`config.mk`:
```
export PLATFORM = sky130hd
export DESIGN_NAME = path_pio_bank
export DESIGN_NICKNAME = d
export VERILOG_FILES = /design/src/rtl/path_pio_pkg.sv /design/src/rtl/path_pio_sync.sv /design/src/rtl/path_pio_bank.sv
export SDC_FILE = /design/constraint.sdc
export NUM_CORES = 1
export LEC_CHECK = 0
export BUFFER_PORTS_ARGS = -buffer_cell sky130_fd_sc_hd__buf_2
export CELL_PAD_IN_SITES_DETAIL_PLACEMENT = 0
export CELL_PAD_IN_SITES_GLOBAL_PLACEMENT = 2
export CORE_MARGIN = 8
export CORE_UTILIZATION = 36
export CTS_BUF_LIST = sky130_fd_sc_hd__clkbuf_4
export DETAILED_ROUTE_END_ITERATION = 6
export GPL_ROUTABILITY_DRIVEN = 0
export HOLD_SLACK_MARGIN = 0.06
export PLACE_DENSITY = 0.87
export REMOVE_ABC_BUFFERS = 1
export SLEW_MARGIN = 0
export SYNTH_ARGS = -nofsm -noshare
export SYNTH_HDL_FRONTEND = slang
export SYNTH_HIERARCHICAL = 1
export SYNTH_SLANG_ARGS = --single-unit
export TNS_END_PERCENT = 5
```
`constraint.sdc`:
```
create_clock -name clk_clk -period 1.21 [get_ports clk_clk]
set_input_delay 0 -clock clk_clk [delete_from_list [all_inputs] [get_ports clk_clk]]
set_output_delay 0 -clock clk_clk [all_outputs]
set_load 0.05 [all_outputs]
```
`src/rtl/path_pio_pkg.sv`:
```
// Shared definitions for the path/position PIO bank: register map, CTRL bit
// positions and the commit FSM state type.
package path_pio_pkg;

  localparam logic [3:0] ADDR_SHADOW0    = 4'h0;
  localparam logic [3:0] ADDR_IN0        = 4'h4;
  localparam logic [3:0] ADDR_CTRL       = 4'h8;
  localparam logic [3:0] ADDR_IRQ_STATUS = 4'h9;
  localparam logic [3:0] ADDR_IRQ_MASK   = 4'hA;

  localparam int unsigned CTRL_COMMIT_BIT    = 0;
  localparam int unsigned CTRL_IMMEDIATE_BIT = 1;
  localparam int unsigned CTRL_PENDING_BIT   = 0;

  typedef enum logic [1:0] {
    IDLE,
    PENDING,
    APPLY
  } commit_state_t;

endpackage

```
`src/rtl/path_pio_sync.sv`:
```
// One input channel: 2-flop synchroniser, plus a change-detect pulse on the
// synchronised value when PIO_IRQ_EN is defined.
module path_pio_sync #(
  parameter int unsigned W = 10
) (
  input  logic         clk_i,
  input  logic         rst_ni,
  input  logic [W-1:0] d_i,
`ifdef PIO_IRQ_EN
  output logic         chg_o,
`endif
  output logic [W-1:0] q_o
);

  logic [W-1:0] meta_q;
  logic [W-1:0] sync_q;

  always_ff @(posedge clk_i or negedge rst_ni) begin
    if (!rst_ni) begin
      meta_q <= '0;
      sync_q <= '0;
    end else begin
      meta_q <= d_i;
      sync_q <= meta_q;
    end
  end

  assign q_o = sync_q;

`ifdef PIO_IRQ_EN
  logic [W-1:0] prev_q;

  always_ff @(posedge clk_i or negedge rst_ni) begin
    if (!rst_ni) begin
      prev_q <= '0;
    end else begin
      prev_q <= sync_q;
    end
  end

  assign chg_o = (sync_q != prev_q);
`endif

endmodule

```
`src/rtl/path_pio_bank.sv`:
```
// Avalon-MM PIO bank with frame-synchronised atomic output commit.
// Define PIO_IRQ_EN to build the input change-detect interrupt logic.
module path_pio_bank
  import path_pio_pkg::*;
#(
  parameter int unsigned NUM_OUT = 2,
  parameter int unsigned OUT_W   = 32,
  parameter int unsigned NUM_IN  = 2,
  parameter int unsigned IN_W    = 10
) (
  input  logic                     clk_clk,
  input  logic                     reset_reset_n,
  input  logic [3:0]               avs_address,
  input  logic                     avs_read,
  input  logic                     avs_write,
  input  logic [31:0]              avs_writedata,
  output logic [31:0]              avs_readdata,
  input  logic                     frame_sync,
  input  logic [NUM_IN*IN_W-1:0]   in_export,
  output logic [NUM_OUT*OUT_W-1:0] out_export,
  output logic                     irq
);

  commit_state_t    state_q, state_d;
  logic [OUT_W-1:0] shadow_q [NUM_OUT];
  logic [OUT_W-1:0] shadow_d [NUM_OUT];
  logic [OUT_W-1:0] live_q   [NUM_OUT];
  logic [OUT_W-1:0] live_d   [NUM_OUT];
  logic [IN_W-1:0]  in_sync  [NUM_IN];
  logic [31:0]      rdata_q, rdata_d;
  logic             fs_prev_q;
  logic             fs_rise;
  logic             commit;
  logic             immediate;

`ifdef PIO_IRQ_EN
  logic [NUM_IN-1:0] chg;
  logic [NUM_IN-1:0] status_q, status_d;
  logic [NUM_IN-1:0] mask_q, mask_d;
  logic              irq_q;
`endif

  for (genvar g = 0; g < NUM_IN; g++) begin : g_in
    path_pio_sync #(.W(IN_W)) u_sync (
      .clk_i  (clk_clk),
      .rst_ni (reset_reset_n),
      .d_i    (in_export[g*IN_W +: IN_W]),
`ifdef PIO_IRQ_EN
      .chg_o  (chg[g]),
`endif
      .q_o    (in_sync[g])
    );
  end

  for (genvar g = 0; g < NUM_OUT; g++) begin : g_out
    assign out_export[g*OUT_W +: OUT_W] = live_q[g];
  end

  assign fs_rise   = frame_sync & ~fs_prev_q;
  assign commit    = avs_write && (avs_address == ADDR_CTRL) && avs_writedata[CTRL_COMMIT_BIT];
  assign immediate = avs_writedata[CTRL_IMMEDIATE_BIT];

  // A commit arriving during APPLY is not lost: it chains straight into the next state.
  always_comb begin
    state_d = state_q;
    unique case (state_q)
      IDLE:    if (commit) state_d = immediate ? APPLY : PENDING;
      PENDING: if (fs_rise || (commit && immediate)) state_d = APPLY;
      APPLY:   state_d = commit ? (immediate ? APPLY : PENDING) : IDLE;
      default: state_d = IDLE;
    endcase
  end

  // Live copies the pre-edge shadow, so a shadow write on the APPLY edge waits for the next commit.
  always_comb begin
    shadow_d = shadow_q;
    live_d   = live_q;
    for (int unsigned i = 0; i < NUM_OUT; i++) begin
      if (avs_write && (avs_address == ADDR_SHADOW0 + 4'(i))) begin
        shadow_d[i] = avs_writedata[OUT_W-1:0];
      end
    end
    if (state_q == APPLY) begin
      live_d = shadow_q;
    end
  end

`ifdef PIO_IRQ_EN
  // Change-detect set takes priority over a same-cycle W1C.
  always_comb begin
    status_d = status_q;
    mask_d   = mask_q;
    if (avs_write && (avs_address == ADDR_IRQ_STATUS)) begin
      status_d = status_q & ~avs_writedata[NUM_IN-1:0];
    end
    status_d = status_d | chg;
    if (avs_write && (avs_address == ADDR_IRQ_MASK)) begin
      mask_d = avs_writedata[NUM_IN-1:0];
    end
  end
`endif

  always_comb begin
    rdata_d = '0;
    for (int unsigned i = 0; i < NUM_OUT; i++) begin
      if (avs_address == ADDR_SHADOW0 + 4'(i)) rdata_d[OUT_W-1:0] = shadow_q[i];
    end
    for (int unsigned i = 0; i < NUM_IN; i++) begin
      if (avs_address == ADDR_IN0 + 4'(i)) rdata_d[IN_W-1:0] = in_sync[i];
    end
    if (avs_address == ADDR_CTRL) rdata_d[CTRL_PENDING_BIT] = (state_q != IDLE);
`ifdef PIO_IRQ_EN
    if (avs_address == ADDR_IRQ_STATUS) rdata_d[NUM_IN-1:0] = status_q;
    if (avs_address == ADDR_IRQ_MASK)   rdata_d[NUM_IN-1:0] = mask_q;
`endif
  end

  always_ff @(posedge clk_clk or negedge reset_reset_n) begin
    if (!reset_reset_n) begin
      state_q   <= IDLE;
      shadow_q  <= '{default: '0};
      live_q    <= '{default: '0};
      rdata_q   <= '0;
      fs_prev_q <= 1'b0;
    end else begin
      state_q   <= state_d;
      shadow_q  <= shadow_d;
      live_q    <= live_d;
      fs_prev_q <= frame_sync;
      if (avs_read) rdata_q <= rdata_d;
    end
  end

  assign avs_readdata = rdata_q;

`ifdef PIO_IRQ_EN
  always_ff @(posedge clk_clk or negedge reset_reset_n) begin
    if (!reset_reset_n) begin
      status_q <= '0;
      mask_q   <= '0;
      irq_q    <= 1'b0;
    end else begin
      status_q <= status_d;
      mask_q   <= mask_d;
      irq_q    <= |(status_q & mask_q);
    end
  end

  assign irq = irq_q;
`else
  assign irq = 1'b0;
`endif

endmodule
```
# [Word-level counts from Yosys, hierarchy flattened]
# Cells that the tools add are included.
# Widths: inputs -> output; s select.
[op_classes] reduce_logical=10 eq_ne=8 muxes=10 bitwise=2
[op_table] op="$mux 32" n=2
[op_table] op="$mux 10" n=2
[op_table] op="$eq 4x3->1 const B" n=2
[op_table] op="$mux 2" n=4
[op_table] op="$pmux 2 s3" n=1
[op_table] op="$logic_and 1x1->1" n=5
[op_table] op="$eq 4x1->1 const B" n=1
[op_table] op="$eq 4x4->1 const B" n=1
[op_table] op="$logic_not 4->1" n=1
[op_table] op="$ne 2x2->1 const B" n=2
[op_table] op="$eq 2x1->1 const B" n=1
[op_table] op="$eq 2x2->1 const B" n=1
[op_table] op="$logic_not 2->1" n=1
[op_table] op="$reduce_and 2->1" n=1
[op_table] op="$reduce_bool 2->1" n=1
[op_table] op="$and 1x1->1" n=1
[op_table] op="$logic_or 1x1->1" n=1
[op_table] op="$mux 1" n=1
[op_table] op="$not 1->1" n=1
[totals] in_bits=61 wordCells=41 regBits=203

# [Logic depth before layout (Yosys ltp)]
# Gate-level depths: netlist of run 1.
[depth] word_depth=7 depth_mapped=6 ltp_nobuf=4

# [Hierarchy]
# Netlist of run 1, hierarchy kept.
[modules_own_cells] module="path_pio_bank" cells_per_inst=492 area_each_um2=6906.6 n_inst=1 seq_area_each_um2=4078.9
[modules_own_cells] module="path_pio_sync" cells_per_inst=20 area_each_um2=500.5 n_inst=2 seq_area_each_um2=500.5

# [Worst setup path after synthesis of run 1]
# OpenSTA, ideal clock, no wires.
[synth_path] path_kind="flip-flop to flip-flop" from="register state_q[0]" to="register live_q, in the netlist out_export[0]" t_required_ns=1.085 arrival_time_ns=1.209 setup_slack_ns=-0.124 path_buffers=2 path_stages_with_launch=5 cell_sequence="dfrtp_1 nand2b_1 buf_2 buf_2 mux2_2"
[synth_between] elab_chain_cells=1
[synth_lines] element="from (decl)" line="path_pio_bank.sv:24" text="commit_state_t state_q, state_d;"
[synth_lines] element="from (signal assigned)" line="path_pio_bank.sv:126" text="state_q <= state_d;"
[synth_lines] element="$eq 2x2->1" line="path_pio_bank.sv:83" text="if (state_q == APPLY) begin"
[synth_lines] element="to (signal assigned)" line="path_pio_bank.sv:128" text="live_q <= live_d;"
[synth_lines] element="to (decl)" line="path_pio_bank.sv:27" text="logic [OUT_W-1:0] live_q [NUM_OUT];"
# Every way passes these cells.
# A chain may end at the register's enable or synchronous reset.

# [Final worst setup path of run 1]
[layout_path] from="register live_q, in the netlist out_export[3]" to="output out_export[3]"
[layout_rtl] element="to (decl)" line="path_pio_bank.sv:20" text="output logic [NUM_OUT*OUT_W-1:0] out_export,"
# No word-level cell between the ends.

==> flow_summary.toml, run 1 <==
[drt]
vias = 5423
viasPerCell = 4.79
drt_iter0_drc = 216
wl_per_cell_microns = 18.8
drtPass1Iterations = 4
wl_microns = 21200
remaining_drc_errors = 0
antenna_left = 0

[setup_path]
cp_max_fo = 2
crit_type = "reg2out"
max_stage_delay_ns = 0.43
end_kind = "output port"
path_cells = "buf_6"
cp.arrival_ns = 1.26
r2r_slack_ns = -0.02
reg2reg_to = "out_export[19]"
path_delay_family = "flip-flops"
crit_cells = 1
timing.rr.start = "state_q[1]"
r2r_cells = 3
worstSetupStartpointType = "register"
worstPathRequired_ns = 1.21
cp.buffers_inverters = 1
critPathSlowestCell = "dfrtp_1"

[floorplan]
die_w_microns = 164
die-height_microns = 164
placementRows = 54
die-area_sq_um = 27000
core_area_sq_um = 21700
start_util_pct = 36.5
ios = 158

[pwr]
power_density_nw_per_um2 = 2160
finalPower_mw = 24.3
p_leak_nw = 5.50
irDropWorstVdd_v = 0.00105

[clocking]
cts_max_path_buffers = 3
cts_tree = "done"
htreeDepth = 2
cts.clk_slew.worst_paths_ns = 0.07
cts_inserted_buffers = 53
cts-root-buf = "clkbuf_4"
clkLatencyLatePin_ns = 0.63
clock-sinks = 203

[worst_hold_path]
hp-class = "in2reg"
hp-start = "avs_writedata[9]"
holdPathEnd = "shadow_q[9]"
whs_path_depth = 3

[cells_and_area]
fin_util_pct = 51.9
fin_cells = 1131
finalNetCount = 882
nFillCells = 1813
synthToLayoutAreaGrowth_pct = 42.5
layout-drive-gt1-share_pct = 47.4
postLayoutCellArea_sq_um = 11300
num_antenna_cells = 0

[yosys]
synthFlopType = "dfrtp_1"
synth_edf_count = 0
async_flop_share_pct = 100
ys.warnings.count = 6
synth_cell_types = 32
yosysTopAreaCellShare_pct = 64.2
synth_area_leaders = "dfrtp_1 (64%), mux2_4 (11%), mux2_2 (9.7%)"
ys_seq_area_share_pct = 64.2
synth.most_common_cell = "dfrtp_1"
syn-instance-count = 532
syn_area_per_cell_sq_um = 14.9
ys_seq_elements = 203
synth_area_sq_um = 7910
synth_top_cell_by_area = "dfrtp_1"
synthTopCellsByCount = "dfrtp_1 (203), mux2_2 (68), mux2_4 (60)"

[timing]
finalHoldViolCount = 0
rsz0062_at_grt = "yes"
finClkSkew_ns = 0.0161
finalCritPeriodShare_pct = 104
slew_viol_final = 0
setup_viol = 38
holdWs_ns = 0.146
max_clock_freq_mhz = 795
worst_pin_slew_ns = 0.522
slew_headroom_pct = 65.1
fin_setup_tns_ns = -0.346
fin_ws_ns = -0.0481
period_needed_ns = 1.26

[outcome]
status = "finished with violations"
violations = "setup timing"

[grt]
grt_use_total_pct = 16.0
grt_max_degree = 46
grt_pass1_wl_microns = 33700
first_global_vias = 6247
grt_overflow = 0
antenna_found_initial = 0

[placed_design]
placed_cells = 963
place_area_sq_um = 9230
post-dp-hpwl_microns = 13200
port_buffers = 156
place_ws_ns = -0.0347

[job]
maxCapViolations = 0
[layout by cell type (no fill, tap or decap), types with 2 or more instances in the layout]
master,n
dfrtp_1,203
buf_6,96
dlygate4sd3_1,82
clkbuf_4,77
mux2_2,67
mux2_4,61
buf_2,59
nor2_1,42
a21oi_1,31
a22oi_1,23
o21ai_0,20
buf_4,17
nand2_1,13
buf_12,13
inv_1,11
a32oi_1,8
clkinv_1,6
nor2_2,2
a31oi_1,2
[metal layers]
| metal | wire length [microns] | track usage, % | vias to the layer above |
|---|---|---|---|
| li1 | - | - | 2482 |
| met1 | 8410 | 18.1 | 2712 |
| met2 | 11000 | 28.0 | 188 |
| met3 | 1390 | 4.59 | 41 |
| met4 | 445 | 6.49 | 0 |
| met5 | 0 | 0 | - |
[where the power goes]
part	total, mW	leakage (nW)	switching (mW)	internal [mW]
clock	5.50	0.372	2.63	2.86
combinational	9.12	2.62	5.23	3.88
sequential	9.72	2.51	1.30	8.42
total	24.3	5.50	9.16	15.2
[what timing repair did]
item	CTS	global route
pin swaps	0	1
setup buffers	0	1
hold endpoints to repair	322	0
hold buffers	82	0
endpoints found under the setup margin	118	159
gates resized for setup	192	1
[area by class of cell]
cell class	instances	area, sq um	share of cell area [%]
clock inverters	8	31.3	0.278
clock buffers	77	578	5.13
repair buffers	268	2600	23.1
well taps	280	350	3.11
flip-flops and latches	203	5080	45.1
inverters	11	41.3	0.366
multi-input cells	284	2590	23.0
[worst max-delay path by stage]
stage,startpoint,end,slack [ns]
floorplan,state_q[0],out_export[0],-1.34
global placement,avs_address[0],shadow_q[46],-0.003
detailed placement,avs_address[2],avs_readdata[23],-0.03
CTS,out_export[3],out_export[3],-0.11
global route,out_export[3],out_export[3],-0.15
finish,out_export[3],out_export[3],-0.05
[cell families (layout without fill, tap and decap cells)]
logic type / after synthesis / in the layout / share of synthesized area (%)
DFF: 203 / 203 / 64.2
muxes: 129 / 129 / 21.4
AOI/OAI and AO/OA: 85 / 85 / 6.53
and+or+nand+nor: 69 / 69 / 4.64
buffers and inverters: 45 / 364 / 3.18
other: 1 / 1 / 0.0474
[flip-flops by register name (all words and copies together) (netlist names)]
name and count:
shadow_q 64, g_in.u_sync/q_o 20, fs_prev_q 1, out_export 64, avs_readdata 32, g_in.u_sync/meta_q 20
state_q 2
Power figures use the tool's default switching activity.
==> run 2, diff against run 1 <==
Settings changed: CORE_UTILIZATION 36 to 35, PLACE_DENSITY 0.87 to 0.85, SYNTH_HIERARCHICAL 1 to default.
==> flow_summary.toml, run 2 <==
[grt]
grt_overflow = 0
grt_max_degree = 65
antenna_found_initial = 0
grt_pass1_wl_microns = 31000
first_global_vias = 5961
grt_use_total_pct = 14.3

[pwr]
clockPowerShare_pct = 22.7
power_density_nw_per_um2 = 2130
combPwrFrac_pct = 36.7
power_frac_seq_pct = 40.6
finalPower_mw = 23.8
irDropWorstVdd_v = 0.000965
p_leak_nw = 5.22
power_switching_share_pct = 37.9
netSwitchingPower_mw = 9.03
p_int_mw = 14.8

[drt]
vias = 5250
drt_iter0_drc = 177
viasPerCell = 4.63
drtPass1Iterations = 4
wl_per_cell_microns = 16.7
remaining_drc_errors = 0
antenna_left = 0
wl_microns = 19000

[floorplan]
core_area_sq_um = 21800
ios = 158
start_util_pct = 35.6
die_w_microns = 165
die-height_microns = 165
die-area_sq_um = 27100
placementRows = 54

[worst_hold_path]
whs_path_depth = 3
hp-class = "in2reg"

[cells_and_area]
mostFrequentLayoutCell = "dfrtp_1"
fin_cells = 1135
layout-drive-gt1-share_pct = 43.7
num_antenna_cells = 0
synthToLayoutAreaGrowth_pct = 44.3
finalNetCount = 882
final_cell_mix = "dfrtp_1 (203), buf_6 (96), dlygate4sd3_1 (82)"
fin_util_pct = 51.3

[yosys]
ys_seq_elements = 203
synthFlopType = "dfrtp_1"
syn_area_per_cell_sq_um = 14.8
synth_cell_types = 38
synth_edf_count = 0
synth.most_common_cell = "dfrtp_1"
synth_area_leaders = "dfrtp_1 (66%), mux2_2 (9.9%), mux2_1 (8.7%)"
ys.warnings.count = 0
synth_area_sq_um = 7740
yosysTopAreaCellShare_pct = 65.7
synthTopCellsByCount = "dfrtp_1 (203), mux2_2 (68), mux2_1 (60)"
synth_top_cell_by_area = "dfrtp_1"
async_flop_share_pct = 100
syn-instance-count = 524
ys_seq_area_share_pct = 65.7

[job]
maxCapViolations = 0

[clocking]
cts_inserted_buffers = 53
cts-root-buf = "clkbuf_4"
htreeDepth = 2
clkLatencyLatePin_ns = 0.62
cts.clk_slew.worst_paths_ns = 0.07
cts_max_path_buffers = 3
cts_tree = "done"
clock-sinks = 203

[timing]
rsz0062_at_grt = "yes"
finalHoldViolCount = 0
max_clock_freq_mhz = 792
finClkSkew_ns = 0.0178
slew_viol_final = 0
fin_ws_ns = -0.0528
finalCritPeriodShare_pct = 104
setup_viol = 63
period_needed_ns = 1.26

[setup_path]
r2r_cells = 3
critPathSlowestCell = "dfrtp_1"
cp.buffers_inverters = 1
worstPathRequired_ns = 1.70
end_kind = "register"
max_stage_delay_ns = 0.41
cp_max_fo = 36
worstSetupStartpointType = "register"
cp.arrival_ns = 1.75
crit_type = "reg2reg"
crit_cells = 3
path_delay_family = "flip-flops"
path_cells = "nand2b_4, buf_16, mux2_2"

[outcome]
status = "finished with violations"
violations = "setup timing"

[placed_design]
port_buffers = 156
post-dp-hpwl_microns = 12600
placed_cells = 961
==> run 2: cell types whose count changed after synthesis, moves of 10 or more <==
| cell | delta |
|---|---|
| mux2_1 | +60 |
| a22oi_1 | -15 |
| nor2_1 | -10 |
| a21oi_1 | -14 |
| a22oi_2 | +15 |
| a21oi_2 | +15 |
| mux2_4 | -60 |
==> run 2: routing by layer <==
metal  share of wire, %  global-route usage [%]  vias up
met1                 42                    17.3     2602
met5                  0                       0        -
met4                1.4                    4.01        0
met2                 49                    24.4      148
li1                   -                       -     2473
met3                7.1                    4.41       27
==> run 2: worst paths after layout <==
check / startpoint / end / slack (ns)
setup / recovery: state_q[1] / out_export[61] / -0.05
max in group asynchronous: reset_reset_n / out_export[63] / 0.19
setup reg to reg: state_q[1] / out_export[61] / -0.05
min in group asynchronous: reset_reset_n / g_in[1].u_sync.meta_q[6] / 0.45
hold reg to reg: g_in[1].u_sync.meta_q[1] / g_in[1].u_sync.q_o[1] / 0.34
hold / removal: avs_writedata[11] / shadow_q[11] / 0.15
==> run 2: cell families after synthesis <==
| family | after synthesis | synth area share [%] |
|---|---|---|
| DFF | 203 | 65.7 |
| AOI/OAI and AO/OA | 94 | 9.14 |
| and+or+nand+nor | 56 | 3.69 |
| muxes | 128 | 18.6 |
| buffers and inverters | 42 | 2.83 |
| other | 1 | 0.0485 |
==> run 2: tightest hold or removal path: cells and delay by family <==
family	cells	cell delay, ns
muxes	1	0.11
buffers and inverters	2	0.63
==> run 2: area by class of cell <==
cell class / instances / area (sq um)
Fill cell: 1855 / 10600
Sequential cell: 203 / 5080
Timing Repair Buffer: 273 / 2620
Multi-Input combinational cell: 279 / 2460
Clock buffer: 74 / 556
Tap cell: 280 / 350
Clock inverter: 15 / 58.8
Inverter: 11 / 41.3
==> run 2: timing repair <==
action	4_1_cts	5_1_grt
resized for setup	193	3
setup endpoints to repair	155	160
setup buffers	2	1
endpoints found under the hold margin	322	0
hold buffers	82	0
==> run 2: power groups by stage <==
stage	Clock [mW]	Combinational (mW)	Sequential, mW
after global placement	0	7.15	9.47
after detailed placement	0	7.28	9.55
after global routing	6.01	9.15	9.90
after CTS	5.63	8.77	9.68
final	5.41	8.74	9.67
after floorplan	0	1.65	12.9
==> run 2: stage by stage <==
stage	cell area, sq um	hold WS (ns)	worst slack [ns]	TNS (ns)
4_1_cts	11100	0.0819	-0.0637	-4.47
6_report	11200	0.146	-0.0528	-1.65
5_1_grt	11200	0.109	-0.0858	-7.75
3_3_place_gp	9090	-0.000370	-0.00645	-0.0828
3_5_place_dp	9090	-0.000371	-0.0357	-0.813
2_1_floorplan	7560	-0.296	-1.34	-107.69
==> run 3, diff against run 2 <==
Settings changed: ABC_AREA from default to 1, CORE_UTILIZATION 35 to 31.
==> flow_summary.toml, run 3 <==
[cells_and_area]
fin_cells = 1462
postLayoutCellArea_sq_um = 11600
finalNetCount = 1165
nFillCells = 2327
fin_util_pct = 48.0
layout-drive-gt1-share_pct = 26.0
register_area_sq_um = 5080
final_cell_mix = "dfrtp_1 (203), nand2_1 (201), dlygate4sd3_1 (120)"
mostFrequentLayoutCell = "dfrtp_1"
synthToLayoutAreaGrowth_pct = 52.7
multiInputGateArea_sq_um = 2060

[grt]
first_global_vias = 6941
antenna_found_initial = 1
grt_use_total_pct = 15.2
grt_overflow = 0
grt_pass1_wl_microns = 37200
grt_max_degree = 61

[yosys]
synth_area_sq_um = 7620
synth_edf_count = 0
ys_seq_area_share_pct = 66.6
synth.most_common_cell = "dfrtp_1"
yosysTopAreaCellShare_pct = 66.6
synth_cell_types = 24
synth_top_cell_by_area = "dfrtp_1"
ys.warnings.count = 0
async_flop_share_pct = 100
synth_area_leaders = "dfrtp_1 (67%), nand2_1 (9.9%), o21ai_0 (4.5%)"
synthFlopType = "dfrtp_1"
syn_area_per_cell_sq_um = 9.85
ys_seq_elements = 203
synthTopCellsByCount = "dfrtp_1 (203), nand2_1 (202), inv_1 (73)"
syn-instance-count = 774

[drt]
vias = 6461
wl_met2_microns = 11000
drtPass1Iterations = 6
viasPerCell = 4.42
dr.max_layer_used = "met4"
wl_per_cell_microns = 15.9
remaining_drc_errors = 0
routedLengthMet1_microns = 10300
drt_iter0_drc = 279
antenna_left = 0
wl_met3_microns = 1580
wl_microns = 23200

[timing]
slew_headroom_pct = 56.8
fin_setup_tns_ns = -1.59
setup_viol = 43
finClkSkew_ns = 0.0364
worst_pin_slew_ns = 0.648
finalHoldViolCount = 1
slew_viol_final = 0
fin_ws_ns = -0.0976
finalCritPeriodShare_pct = 108
rsz0062_at_grt = "yes"
holdWs_ns = -0.0502
max_clock_freq_mhz = 765
period_needed_ns = 1.31

[placed_design]
post-dp-hpwl_microns = 13900
place_ws_ns = 0.0816
place_area_sq_um = 8980
port_buffers = 156
placed_cells = 1239

[setup_path]
critPathCapture = "shadow_q[11]"
crit_type = "in2reg"
worstSetupStartpointType = "primary input"
path_delay_family = "buffers and inverters"
path_cells = "buf_2, dlygate4sd3_1, inv_1, nor2_8, buf_12, nand2_1, dlygate4sd3_1, o21ai_1"
r2r_slack_ns = 0.04
end_kind = "register"
cpMostUsedCell = "dlygate4sd3_1"
cp.buffers_inverters = 5
reg2reg_to = "shadow_q[57]"
timing.rr.start = "shadow_q[57]"
crit_cells = 8
worstPathRequired_ns = 1.78
max_stage_delay_ns = 0.63
r2r_cells = 3
crit_start = "avs_write"
critPathSlowestCell = "dlygate4sd3_1"
cp_max_fo = 18
cp.arrival_ns = 1.88

[pwr]
p_leak_nw = 5.78
netSwitchingPower_mw = 8.98
combPwrFrac_pct = 35.0
power_frac_seq_pct = 39.2
p_int_mw = 14.6
irDropWorstVdd_v = 0.00118
power_switching_share_pct = 38.0
power_density_nw_per_um2 = 2030
clockPowerShare_pct = 25.8

[clocking]
clkLatencyLatePin_ns = 0.66
cts_tree = "done"
clock-sinks = 203
cts-root-buf = "clkbuf_4"
cts_max_path_buffers = 3
cts_inserted_buffers = 54
cts.clk_slew.worst_paths_ns = 0.06
htreeDepth = 2

[floorplan]
start_util_pct = 31.4
ios = 158
die-height_microns = 173
die_w_microns = 173
die-area_sq_um = 29900
placementRows = 57
core_area_sq_um = 24200

[outcome]
violations = "hold timing, setup timing"
status = "finished with violations"

[worst_hold_path]
whs_path_depth = 8
hp-class = "in2reg"

[job]
maxCapViolations = 0
## run 3: stage by stage
stage	total power, mW	hold WS, ns
6_report	23.6	-0.0502
5_1_grt	24.9	-0.00268
4_1_cts	23.8	-0.129
3_5_place_dp	15.8	-0.0148
3_3_place_gp	15.8	-0.0182
2_1_floorplan	13.8	-0.296
## run 3: per-layer routing
| metal | up-vias | GRT usage, % |
|---|---|---|
| li1 | 3178 | - |
| met1 | 3055 | 19.3 |
| met2 | 192 | 24.6 |
| met3 | 36 | 4.68 |
| met4 | 0 | 4.49 |
| met5 | - | 0 |
## run 3: cells by family after synthesis
kind of cell	share of synthesized area, %
simple gates	16.2
flops	66.6
compound gates	10.4
buf+inv	6.52
mux	0.148
other cells	0.0492
## run 3: what timing repair did
item / in CTS / in global routing
cloned: 0 / 2
hold buffers: 124 / 8
endpoints found under the setup margin: 96 / 152
hold endpoints to repair: 322 / 39
setup buffers: 1 / 2
gates resized for setup: 192 / 24
pin swaps: 0 / 1
## run 3: power groups by stage
stage               Clock (mW)  Sequential, mW  Combinational, mW
floorplan                    0            12.4               1.35
global placement             0            9.09               6.67
detailed placement           0            9.11               6.73
CTS                       6.31            9.23               8.29
global route              6.71            9.42               8.80
finish                    6.09            9.25               8.26
## run 3: cell type report
class,count,share of cell area [%]
sequential,203,43.6
timing repair buffer,319,27.0
multi-input combinational,452,17.7
clock buffer,78,5.03
tap,324,3.48
inverter,74,2.39
clock inverter,11,0.817
antenna,1,0.0215
## run 3: how the worst min path moves through the flow
stage / startpoint / endpoint
floorplan: reset_reset_n / avs_readdata[0]
global placement: reset_reset_n / shadow_q[48]
detailed placement: reset_reset_n / shadow_q[48]
CTS: avs_address[2] / avs_readdata[0]
global route: avs_address[2] / avs_readdata[0]
finish: avs_address[2] / avs_readdata[0]
## run 3: worst min-delay path: stages
cell     delay, ns
buf_2         0.12
nor2_4        0.07
nand3_1       0.08
nand2_1       0.07
nor2_1        0.08
nand2_1       0.05
nand2_1       0.05
nand2_1       0.04
